File: src/rtl/alu_result_collector_if.sv
// Return-path bundle between the four execution units, the result collector
// and the writeback consumer.
interface alu_result_collector_if #(
  parameter int DATA_W = 16,
  parameter int REG_W  = 3
);
  logic              add_valid, sub_valid, mul_valid, div_valid;
  logic [DATA_W-1:0] add_res, sub_res, mul_res, div_res;
  logic [REG_W-1:0]  add_rd, sub_rd, mul_rd, div_rd;
  logic              add_flag, sub_flag, mul_flag, div_flag;
  logic              add_ready, sub_ready, mul_ready, div_ready;
  logic              wb_valid;
  logic              wb_ready;
  logic [DATA_W-1:0] wb_data;
  logic [REG_W-1:0]  wb_rd;
  logic [1:0]        wb_op;
  logic              wb_flag;
  logic              busy;

  modport slave (
    input  add_valid, sub_valid, mul_valid, div_valid,
    input  add_res, sub_res, mul_res, div_res,
    input  add_rd, sub_rd, mul_rd, div_rd,
    input  add_flag, sub_flag, mul_flag, div_flag,
    output add_ready, sub_ready, mul_ready, div_ready,
    output wb_valid, wb_data, wb_rd, wb_op, wb_flag, busy,
    input  wb_ready
  );

  modport master (
    output add_valid, sub_valid, mul_valid, div_valid,
    output add_res, sub_res, mul_res, div_res,
    output add_rd, sub_rd, mul_rd, div_rd,
    output add_flag, sub_flag, mul_flag, div_flag,
    input  add_ready, sub_ready, mul_ready, div_ready,
    input  wb_valid, wb_data, wb_rd, wb_op, wb_flag, busy,
    output wb_ready
  );
endinterface

File: src/rtl/alu_result_collector.sv
// Merges add/sub/mul/div results into one registered writeback stream using
// one holding slot per unit and a round-robin drain arbiter.
module alu_result_collector #(
  parameter int DATA_W = 16,
  parameter int REG_W  = 3
) (
  input  logic                  clk,
  input  logic                  rst,
  alu_result_collector_if.slave bus
);
  logic [3:0]        u_vld;
  logic [DATA_W-1:0] u_res  [4];
  logic [REG_W-1:0]  u_rd   [4];
  logic [3:0]        u_flag;
  logic [3:0]        u_rdy;
  logic [3:0]        u_acc;

  logic [3:0]        slot_vld_p0;
  logic [DATA_W-1:0] slot_res_p0  [4];
  logic [REG_W-1:0]  slot_rd_p0   [4];
  logic [3:0]        slot_flag_p0;
  logic [1:0]        rr_ptr;

  logic              wb_vld_p1;
  logic [DATA_W-1:0] wb_data_p1;
  logic [REG_W-1:0]  wb_rd_p1;
  logic [1:0]        wb_op_p1;
  logic              wb_flag_p1;

  logic              drain_en;
  logic              grant_en;
  logic [1:0]        grant_idx;

  always_comb begin
    u_vld     = {bus.div_valid, bus.mul_valid, bus.sub_valid, bus.add_valid};
    u_flag    = {bus.div_flag, bus.mul_flag, bus.sub_flag, bus.add_flag};
    u_res[0]  = bus.add_res;
    u_res[1]  = bus.sub_res;
    u_res[2]  = bus.mul_res;
    u_res[3]  = bus.div_res;
    u_rd[0]   = bus.add_rd;
    u_rd[1]   = bus.sub_rd;
    u_rd[2]   = bus.mul_rd;
    u_rd[3]   = bus.div_rd;
  end

  // Ready comes from registered slot state only, never from valid or wb_ready.
  assign u_rdy = {4{~rst}} & ~slot_vld_p0;
  assign u_acc = u_vld & u_rdy;

  assign bus.add_ready = u_rdy[0];
  assign bus.sub_ready = u_rdy[1];
  assign bus.mul_ready = u_rdy[2];
  assign bus.div_ready = u_rdy[3];

  assign drain_en = (~wb_vld_p1 | bus.wb_ready) & (|slot_vld_p0);

  // Walk downward so the slot closest to rr_ptr is the one left standing.
  always_comb begin
    grant_en  = 1'b0;
    grant_idx = '0;
    if (drain_en) begin
      for (int k = 3; k >= 0; k--) begin
        if (slot_vld_p0[rr_ptr + 2'(k)]) begin
          grant_en  = 1'b1;
          grant_idx = rr_ptr + 2'(k);
        end
      end
    end
  end

  // ---- stage p0: per-unit holding slots ----
  always_ff @(posedge clk) begin
    if (rst) begin
      slot_vld_p0 <= '0;
    end else begin
      for (int u = 0; u < 4; u++) begin
        if (grant_en && grant_idx == 2'(u))
          slot_vld_p0[u] <= 1'b0;
        else if (u_acc[u])
          slot_vld_p0[u] <= 1'b1;
      end
    end
  end

  always_ff @(posedge clk) begin
    for (int u = 0; u < 4; u++) begin
      if (u_acc[u]) begin
        slot_res_p0[u]  <= u_res[u];
        slot_rd_p0[u]   <= u_rd[u];
        slot_flag_p0[u] <= u_flag[u];
      end
    end
  end

  // ---- stage p1: writeback register ----
  always_ff @(posedge clk) begin
    if (rst) begin
      wb_vld_p1  <= 1'b0;
      wb_data_p1 <= '0;
      wb_rd_p1   <= '0;
      wb_op_p1   <= '0;
      wb_flag_p1 <= 1'b0;
      rr_ptr     <= '0;
    end else if (grant_en) begin
      wb_vld_p1  <= 1'b1;
      wb_data_p1 <= slot_res_p0[grant_idx];
      wb_rd_p1   <= slot_rd_p0[grant_idx];
      wb_op_p1   <= grant_idx;
      wb_flag_p1 <= slot_flag_p0[grant_idx];
      rr_ptr     <= grant_idx + 2'd1;
    end else if (wb_vld_p1 && bus.wb_ready) begin
      wb_vld_p1  <= 1'b0;
    end
  end

  assign bus.wb_valid = wb_vld_p1;
  assign bus.wb_data  = wb_data_p1;
  assign bus.wb_rd    = wb_rd_p1;
  assign bus.wb_op    = wb_op_p1;
  assign bus.wb_flag  = wb_flag_p1;
  assign bus.busy     = (|slot_vld_p0) | wb_vld_p1;
endmodule

File: src/flat_wrapper.sv
// flat-port wrapper written by rule: the top's interface ports become plain ports
module alu_result_collector_flat 
#(
  parameter int DATA_W = 16,
  parameter int REG_W  = 3
)
  (clk, rst, bus_add_valid, bus_sub_valid, bus_mul_valid, bus_div_valid, bus_add_res, bus_sub_res, bus_mul_res, bus_div_res, bus_add_rd, bus_sub_rd, bus_mul_rd, bus_div_rd, bus_add_flag, bus_sub_flag, bus_mul_flag, bus_div_flag, bus_add_ready, bus_sub_ready, bus_mul_ready, bus_div_ready, bus_wb_valid, bus_wb_data, bus_wb_rd, bus_wb_op, bus_wb_flag, bus_busy, bus_wb_ready);
  alu_result_collector_if #(.DATA_W(DATA_W), .REG_W(REG_W)) bus_i ();
  input  logic clk;
  input  logic rst;
  input wire logic [$bits(bus_i.add_valid)-1:0] bus_add_valid;
  input wire logic [$bits(bus_i.sub_valid)-1:0] bus_sub_valid;
  input wire logic [$bits(bus_i.mul_valid)-1:0] bus_mul_valid;
  input wire logic [$bits(bus_i.div_valid)-1:0] bus_div_valid;
  input wire logic [$bits(bus_i.add_res)-1:0] bus_add_res;
  input wire logic [$bits(bus_i.sub_res)-1:0] bus_sub_res;
  input wire logic [$bits(bus_i.mul_res)-1:0] bus_mul_res;
  input wire logic [$bits(bus_i.div_res)-1:0] bus_div_res;
  input wire logic [$bits(bus_i.add_rd)-1:0] bus_add_rd;
  input wire logic [$bits(bus_i.sub_rd)-1:0] bus_sub_rd;
  input wire logic [$bits(bus_i.mul_rd)-1:0] bus_mul_rd;
  input wire logic [$bits(bus_i.div_rd)-1:0] bus_div_rd;
  input wire logic [$bits(bus_i.add_flag)-1:0] bus_add_flag;
  input wire logic [$bits(bus_i.sub_flag)-1:0] bus_sub_flag;
  input wire logic [$bits(bus_i.mul_flag)-1:0] bus_mul_flag;
  input wire logic [$bits(bus_i.div_flag)-1:0] bus_div_flag;
  output wire logic [$bits(bus_i.add_ready)-1:0] bus_add_ready;
  output wire logic [$bits(bus_i.sub_ready)-1:0] bus_sub_ready;
  output wire logic [$bits(bus_i.mul_ready)-1:0] bus_mul_ready;
  output wire logic [$bits(bus_i.div_ready)-1:0] bus_div_ready;
  output wire logic [$bits(bus_i.wb_valid)-1:0] bus_wb_valid;
  output wire logic [$bits(bus_i.wb_data)-1:0] bus_wb_data;
  output wire logic [$bits(bus_i.wb_rd)-1:0] bus_wb_rd;
  output wire logic [$bits(bus_i.wb_op)-1:0] bus_wb_op;
  output wire logic [$bits(bus_i.wb_flag)-1:0] bus_wb_flag;
  output wire logic [$bits(bus_i.busy)-1:0] bus_busy;
  input wire logic [$bits(bus_i.wb_ready)-1:0] bus_wb_ready;
  assign bus_i.add_valid = bus_add_valid;
  assign bus_i.sub_valid = bus_sub_valid;
  assign bus_i.mul_valid = bus_mul_valid;
  assign bus_i.div_valid = bus_div_valid;
  assign bus_i.add_res = bus_add_res;
  assign bus_i.sub_res = bus_sub_res;
  assign bus_i.mul_res = bus_mul_res;
  assign bus_i.div_res = bus_div_res;
  assign bus_i.add_rd = bus_add_rd;
  assign bus_i.sub_rd = bus_sub_rd;
  assign bus_i.mul_rd = bus_mul_rd;
  assign bus_i.div_rd = bus_div_rd;
  assign bus_i.add_flag = bus_add_flag;
  assign bus_i.sub_flag = bus_sub_flag;
  assign bus_i.mul_flag = bus_mul_flag;
  assign bus_i.div_flag = bus_div_flag;
  assign bus_add_ready = bus_i.add_ready;
  assign bus_sub_ready = bus_i.sub_ready;
  assign bus_mul_ready = bus_i.mul_ready;
  assign bus_div_ready = bus_i.div_ready;
  assign bus_wb_valid = bus_i.wb_valid;
  assign bus_wb_data = bus_i.wb_data;
  assign bus_wb_rd = bus_i.wb_rd;
  assign bus_wb_op = bus_i.wb_op;
  assign bus_wb_flag = bus_i.wb_flag;
  assign bus_busy = bus_i.busy;
  assign bus_i.wb_ready = bus_wb_ready;
  alu_result_collector #(.DATA_W(DATA_W), .REG_W(REG_W)) u_core (.clk(clk), .rst(rst), .bus(bus_i));
endmodule
File: config.mk
export PLATFORM = sky130hd
export DESIGN_NAME = alu_result_collector_flat
export DESIGN_NICKNAME = d
export VERILOG_FILES = /design/src/rtl/alu_result_collector_if.sv /design/src/rtl/alu_result_collector.sv /design/src/flat_wrapper.sv
export SDC_FILE = /design/constraint.sdc
export NUM_CORES = 1
export LEC_CHECK = 0
export CAP_MARGIN = 20
export CORE_MARGIN = 5
export CORE_UTILIZATION = 30
export CTS_CLUSTER_DIAMETER = 200
export DETAILED_ROUTE_END_ITERATION = 8
export PLACE_DENSITY = 0.64
export REMOVE_ABC_BUFFERS = 1
export SYNTH_ARGS = -nofsm -noshare
export SYNTH_HDL_FRONTEND = slang
export SYNTH_SLANG_ARGS = --single-unit
File: constraint.sdc
create_clock -name clk -period 3.65 [get_ports clk]
set_input_delay 0.365 -clock clk [delete_from_list [all_inputs] [get_ports clk]]
set_output_delay 0.365 -clock clk [all_outputs]
set_load 0.02 [all_outputs]
==> impl_summary.md, run 1 <==
Outcome
The run finished with clean final reports.

Pwr
VDD sags by at most 286 uV. In this run the power density over the cells is approximately 570 nW/um^2. The leakage power total is a little over 2 nW.

Yosys
The flip-flop and latch count after synthesis is 109. A synthesized cell averages about 13 um^2. After synthesis, the cell types taking the most area are edfxtp_1 56%, dfxtp_1 13%, mux2_2 4.4%. The number of different library cells in the post-synthesis netlist is 34. Ranked by instance count, the synthesized netlist is headed by 80 x edfxtp_1, 35 x nand3_1, 29 x dfxtp_1, 22 x a21oi_1, 19 x o21bai_1. Summed over all instances, the cell type with the most area after synthesis is edfxtp_1. The predominant post-synthesis flop cell is edfxtp_1.

The library cell with the highest instance count after synthesis is edfxtp_1. After synthesis, the share of flip-flops with an asynchronous set or reset is 0%. The area share of the largest cell type after synthesis is between 50% and 60%.

Sequential cells were found to cover between 60% and 70% of the synthesized design area. The number of instances in the synthesized netlist is 321. The number of warnings issued by yosys is 0.

The mapped netlist covers about 4300 um^2. The synthesized design contains 80 enable-type register cells.

Critical path
The critical path goes through nor2_1 -> nand2_1 -> buf_4 -> nand3_2 -> mux2_2 -> a31oi_1. The number of cells on the worst reg-to-reg path is 6. The data required time of the critical path is 3920 ps. The critical path is of the reg -> reg type.

The gate family responsible for the most delay along the worst path is simple AND/OR/NAND/NOR gates. The highest net fanout along the worst path is 36. The data arrival time of the critical path is 2810 ps. The startpoint of the most critical setup path is u_core.rr_ptr[1]$_SDFFE_PP0P_. The kind of end point of the critical path is a flip-flop.

The setup check on the worst reg-to-reg path leaves a slack of approximately 1100 ps. The startpoint of the worst register-to-register path is u_core.rr_ptr[1]$_SDFFE_PP0P_. The endpoint identified for the worst register-to-register timing path is u_core.bus.wb_flag$_SDFFE_PP0P_. The delay of the slowest cell on the worst path is between 700 and 800 ps.

Counting both buffers and inverters, the worst setup path holds a total of 1. The slowest cell on the critical path is nand3_2. STA classifies the critical path startpoint as a flip-flop.

Drt
The number of vias per cell is roughly 5. The residual antenna-violating net count after detailed routing is 0. The iteration-0 DRC count of the detailed router is just over 200.

The routed length per instance is approximately 20 um. The vias after detailed routing is 3081. For this run, the detailed router's first-pass iteration total came to 4. In the routed design, unresolved DRC markers number 0. The routed design has ~12000 um of wire.

Timing
In the post-route analysis, the smallest setup slack over all paths is ~1100 ps. Timing would allow up to between 300 and 400 MHz. For the pin with the worst max-slew slack, the measured transition is just under 1000 ps. The smallest clock period supported by the final layout is computed as 2550 ps.

The worst hold slack is 521 ps. The worst slew margin relative to its limit is between 30% and 40%. Setup repair after global routing left no endpoint under its margin.

Between clock sinks in the finished design, the worst skew comes to ~9.7 ps. The max-slew violation count is 0. The setup violation total in the final timing report is 0. After routing, the total negative slack on setup checks comes to 0 ps. The final count of hold timing violations is 0. The final cycle utilization of the critical path is 69.7%.

Clock network
The maximum root-to-sink buffer count is 2. The tree is rooted in a clkbuf_16. The total number of H-tree levels is 3. The clock-pin slew reported for the worst setup and hold paths after clock tree synthesis is 70 ps. The number of buffers inserted during clock tree synthesis is 9. After clock tree synthesis, the flow added hold-fix buffers numbering 0.

The number of buffers inserted to repair setup after CTS is 0. The number of cells upsized or downsized after cts is 0. Clock latency on the worst-skew pair, taken at its later pin, is 350 ps.

TritonCTS built the clock tree. The sink count of the clock tree is around 110.

Worst hold path
In this run the most critical hold path is launched from u_core.bus.wb_op[1]$_SDFFE_PP0P_. The cell depth of the worst hold path is 2. The worst hold path terminates at u_core.bus.wb_op[1]$_SDFFE_PP0P_. The worst min-delay path class is reg -> reg.

Finish
From synthesis to final layout, the design area changed by 38.7%. The non-filler instance count after layout is between 600 and 700. The fraction of final layout cells with drive strength greater than 1 is between 10% and 20%.

At the end of the flow, the number of nets in the layout was 518. The antenna diode count is 0. After routing the design area is 5970 um^2.

Placed design
The final RePlAce weighted congestion is approximately 0.8. The worst slack at placement is roughly 1200 ps. In this run, placement finished with an instance count of between 500 and 600.

The placed instances occupy a cell area of 5650 um^2. The placed wire-length estimate after detailed placement is between 8000 and 9000 um. The port buffer count is 114.

Global routing
The number of global-route vias before repair is roughly 3200. The total grt overflow is 0. The global-route wire length before repair is between 15000 and 20000 um.

The all-layer global routing usage is between 10% and 20%. Entering global routing, the biggest net connects 37 pins. The initial antenna violation count is 0.

Floorplanning
In this run the vertical extent of the chip is 130 um. approximately 120 I/O pins were placed. The die covers ~17000 um^2. The starting density of the core is between 30% and 40%.

In this run the core area contains 43 standard-cell rows. The area of the core is between 10000 and 15000 um^2. The die width is around 130 um.

Job
Across the run, the number of max-cap violations was 0.
[power by group]
part           switching, mW  internal, mW
clock                  0.453         0.543
sequential            0.0835          1.46
combinational          0.481         0.390
[kinds of logic after synthesis]
logic type             share of synthesized area, %
buffers and inverters                          2.56
muxes                                          6.08
DFF                                            69.3
AOI/OAI and AO/OA                              13.5
and+or+nand+nor                                8.58
[stage by stage]
step                total power, mW  utilization (%)
detailed placement             2.43             40.4
global placement               2.40             40.4
floorplan                      2.00                -
finish                         3.41             42.7
global route                   3.56             42.7
CTS                            3.43             42.6
[registers in the layout (all words and copies together) (netlist names)]
register and count:
u_core.bus.wb_op 2, u_core.slot_res_p0 64, u_core.bus.wb_flag 1, u_core.bus.wb_rd 3
u_core.bus.wb_valid 1, u_core.bus.wb_data 16, u_core.rr_ptr 2, u_core.slot_rd_p0 12
u_core.slot_flag_p0 4, u_core.slot_vld_p0 4
[area by class of cell]
cell class / instances / area [um^2]
clock buffers: 9 / 225
repair buffers: 122 / 1210
fillers: 1307 / 8020
flip-flops and latches: 109 / 2980
inverters: 2 / 7.51
multi-input cells: 187 / 1240
well taps: 180 / 225
clock inverters: 7 / 81.3
[cell usage in the layout, fill, tap and decap left out, types with 2 or more instances in the layout]
cell type / instances
a21oi_1: 20
mux2_2: 17
clkdlybuf4s50_1: 114
nor2_1: 17
nand2b_1: 2
o221ai_1: 3
o21ai_0: 17
nand3b_1: 3
a21oi_2: 2
inv_1: 2
nand2_1: 3
a211oi_1: 5
dfxtp_1: 29
o21bai_1: 19
nand3_1: 34
a31oi_1: 18
nor2b_1: 2
buf_4: 7
edfxtp_1: 80
and2_1: 4
or3_1: 2
a21boi_2: 2
clkbuf_16: 9
clkinvlp_4: 2
inv_8: 2
mux2i_1: 7
[routing by layer]
layer	up-vias	wire, um	global-route usage (%)
met3	12	995	5.20
met5	-	0	0
met1	1492	5350	18.9
met4	0	129	4.10
met2	130	5970	23.8
li1	1447	-	-
[tightest hold or removal path: cells and delay by family, from the launching register on]
family             cells  cell delay (ps)
DFF                    1              350
AOI/OAI and AO/OA      1               70
and+or+nand+nor        1               70
[worst max path at each step]
stage	endpoint	depth (start not counted)	slack, ps
2_1_floorplan	u_core.bus.wb_data[0]$_SDFFE_PP0P_	5	950
3_3_place_gp	u_core.bus.wb_data[15]$_SDFFE_PP0P_	6	1270
3_5_place_dp	u_core.bus.wb_data[14]$_SDFFE_PP0P_	6	1160
4_1_cts	u_core.bus.wb_flag$_SDFFE_PP0P_	6	1130
5_1_grt	u_core.bus.wb_rd[0]$_SDFFE_PP0P_	6	910
6_report	u_core.bus.wb_flag$_SDFFE_PP0P_	6	1100
No activity file was read; power rests on OpenSTA's default activity.
==> run 2, diff against run 1 <==
clock period = 2.6 ns   (was 3.65 ns; I/O delays follow)
==> impl_summary.md, run 2 (synthesized netlist as in run 1, its figures left out) <==
Timing
Unrepaired setup endpoints after global routing: false (unchanged). The setup skew after layout is 11.1 ps (was 9.75 ps). The setup violation total in the final timing report is 0 (unchanged).

Static timing analysis puts the maximum clock frequency at around 440 MHz. The final count of hold timing violations is 0 (unchanged). The slew at the pin closest to its max-slew limit is 1020 ps (was 986 ps). The worst hold slack is 459 ps (was 521 ps). The max-slew violation count is 0 (unchanged).

The worst slew margin relative to its limit is 32.3% (was 34.0%). The post-layout minimum cycle time is 2250 ps. The final cycle utilization of the critical path is 86.5%.

Floorplanning
The floorplan die area is 16800 um^2 (unchanged). The total number of placement rows is 43 (unchanged). The height of the die is 130 um (unchanged). The count of pins on the block boundary was 115 (unchanged). The die width was 130 um (unchanged). The starting density of the core was 30.8% (unchanged). The area of the core is 14000 um^2 (unchanged).

Global routing
The number of global-route vias before repair is 3196 (was 3221). The all-layer global routing usage is 14.5% (was 14.7%). The global-route wire length before repair is 18100 um (was 18300 um). The total grt overflow is 0 (unchanged). The maximum number of pins on one net before global-route repair is 23 (was 37). The initial antenna violation count came to 0 (unchanged).

Finish
Top library cells by usage in the layout, fill and taps aside: 114 x clkdlybuf4s50_1, 80 x edfxtp_1, 34 x nand3_1, 29 x dfxtp_1, 20 x a21oi_1 (unchanged). The antenna diode count is 0 (unchanged). The growth of design area from synthesis to finish is 39.3% (was 38.7%). The final-stage net count is 522 (was 518).

The flip-flop count of the largest register, all copies and words added came to 64 (unchanged). The non-filler instance count after layout is 620 (was 616). The leading cell type in the layout, fill and taps excluded is clkdlybuf4s50_1 (unchanged).

The fraction of final layout cells with drive strength greater than 1 is 11.8% (was 11.0%). The largest register by flop count was u_core.slot_res_p0 (unchanged).

Placed design
The port buffer count is 114 (unchanged). The number of placed instances with taps included is 604 (was 599). The final RePlAce weighted congestion was 0.791 (was 0.782).

The placed wire-length estimate after detailed placement is 8340 um (was 8270 um).

Drt
The count of unresolved DRC violations after routing is 0 (unchanged). The number of search-and-repair iterations in the first detailed-routing pass was 4 (unchanged). The residual antenna-violating net count after detailed routing is 0 (unchanged). The vias after detailed routing is 3056 (was 3081). The iteration-0 DRC count of the detailed router is 255 (was 202). The routed length per instance is 19.5 um (was 20.2 um). The number of vias per cell is 4.93 (was 5.00). The total wirelength of the detailed-routed design is 12100 um (was 12400 um).

Pwr
The cell area power density was 795 nW/um^2 (was 571 nW/um^2). The leakage power total is 2.04 nW (was 2.02 nW). The worst vdd rail ir drop was 455 uV (was 286 uV).

Critical path
The data required time of the critical path is 2340 ps (was 3920 ps). Worst-path cell chain: nor4_2 -> nand2b_1 -> clkdlybuf4s50_1 (was nor2_1 -> nand2_1 -> buf_4 -> nand3_2 -> mux2_2 -> a31oi_1). The type of origin of the critical path is a flip-flop (unchanged). The kind of end point of the critical path is an output port (was flip-flop). The slowest cell on the critical path is clkdlybuf4s50_1 (was nand3_2). The critical path class is reg -> out (was reg -> reg). The highest net fanout along the worst path came to 8 (was 36). The delay of the slowest cell on the worst path was 560 ps (was 720 ps). The data arrival time of the critical path was 1990 ps (was 2810 ps).

Clock network
The CTS tree is built (unchanged). The maximum root-to-sink buffer count came to 2 (unchanged). The sink count of the clock tree is 109 (unchanged). The clock-pin slew reported for the worst setup and hold paths after clock tree synthesis is 80 ps (was 70 ps). The total number of H-tree levels was 3 (unchanged).

The number of buffers inserted to repair setup after CTS is 0 (unchanged). The buffer cell driving the clock tree root is clkbuf_16 (unchanged). The number of cells upsized or downsized after cts came to 0 (unchanged). The post-cts hold buffer count was 0 (unchanged). The clock latency of the later-clocked register in the worst-skew pair came to 350 ps (about the same).

The number of buffers inserted during clock tree synthesis came to 9 (unchanged).

Worst hold path
The worst min-delay path class is in -> reg (was reg -> reg).

Outcome
Result of the run: complete, no violations (unchanged).

Job
The total of max-cap violations is 0 (unchanged).
## run 2: power breakdown
group          internal [mW]  switching [mW]  total [mW]
Clock                  0.694           0.686        1.38
Combinational          0.556           0.672        1.23
Sequential              2.04           0.112        2.15
Total                   3.29            1.47        4.76
## run 2: per-layer routing
layer / wire length [um] / vias up / track usage, %
li1: - / 1455 / -
met1: 5600 / 1471 / 20.3
met2: 5680 / 126 / 23.1
met3: 796 / 4 / 3.52
met4: 26 / 0 / 2.57
met5: 0 / - / 0
## run 2: cell type report
class | instances | area (um^2)
clock inverters | 7 | 83.8
multi-input cells | 187 | 1240
inverters | 2 | 7.51
fillers | 1319 | 8000
well taps | 180 | 225
clock buffers | 9 | 225
repair buffers | 126 | 1230
flip-flops and latches | 109 | 2980
## run 2: metrics by stage
step	worst slack (ps)	total power, mW	util (%)	setup TNS [ps]	instance area [um^2]
after floorplan	-98.5	2.81	-	-1720	4200
after global placement	533	3.40	40.6	0	5680
after detailed placement	448	3.43	40.6	0	5680
after CTS	321	4.83	42.8	0	5990
after global routing	175	5.02	42.8	0	5990
final	350	4.76	42.8	0	5990
## run 2: path summary, 6_finish.rpt
check	end	slack [ps]	cells after the start	start
max	bus_busy	350	3	u_core.slot_vld_p0[3]$_SDFFE_PP0P_
min	u_core.slot_rd_p0[0][0]$_DFFE_PP_	460	1	bus_add_rd[0]
max reg2reg	u_core.bus.wb_data[11]$_SDFFE_PP0P_	410	5	u_core.rr_ptr[1]$_SDFFE_PP0P_
min reg2reg	u_core.bus.wb_rd[1]$_SDFFE_PP0P_	520	2	u_core.bus.wb_rd[1]$_SDFFE_PP0P_
## run 2: critical path: cells and delay by family, from the launching register on
kind / cells / cell delay, ps
flip-flops: 1 / 420
buffers and inverters: 1 / 560
AND/OR/NAND/NOR: 2 / 650
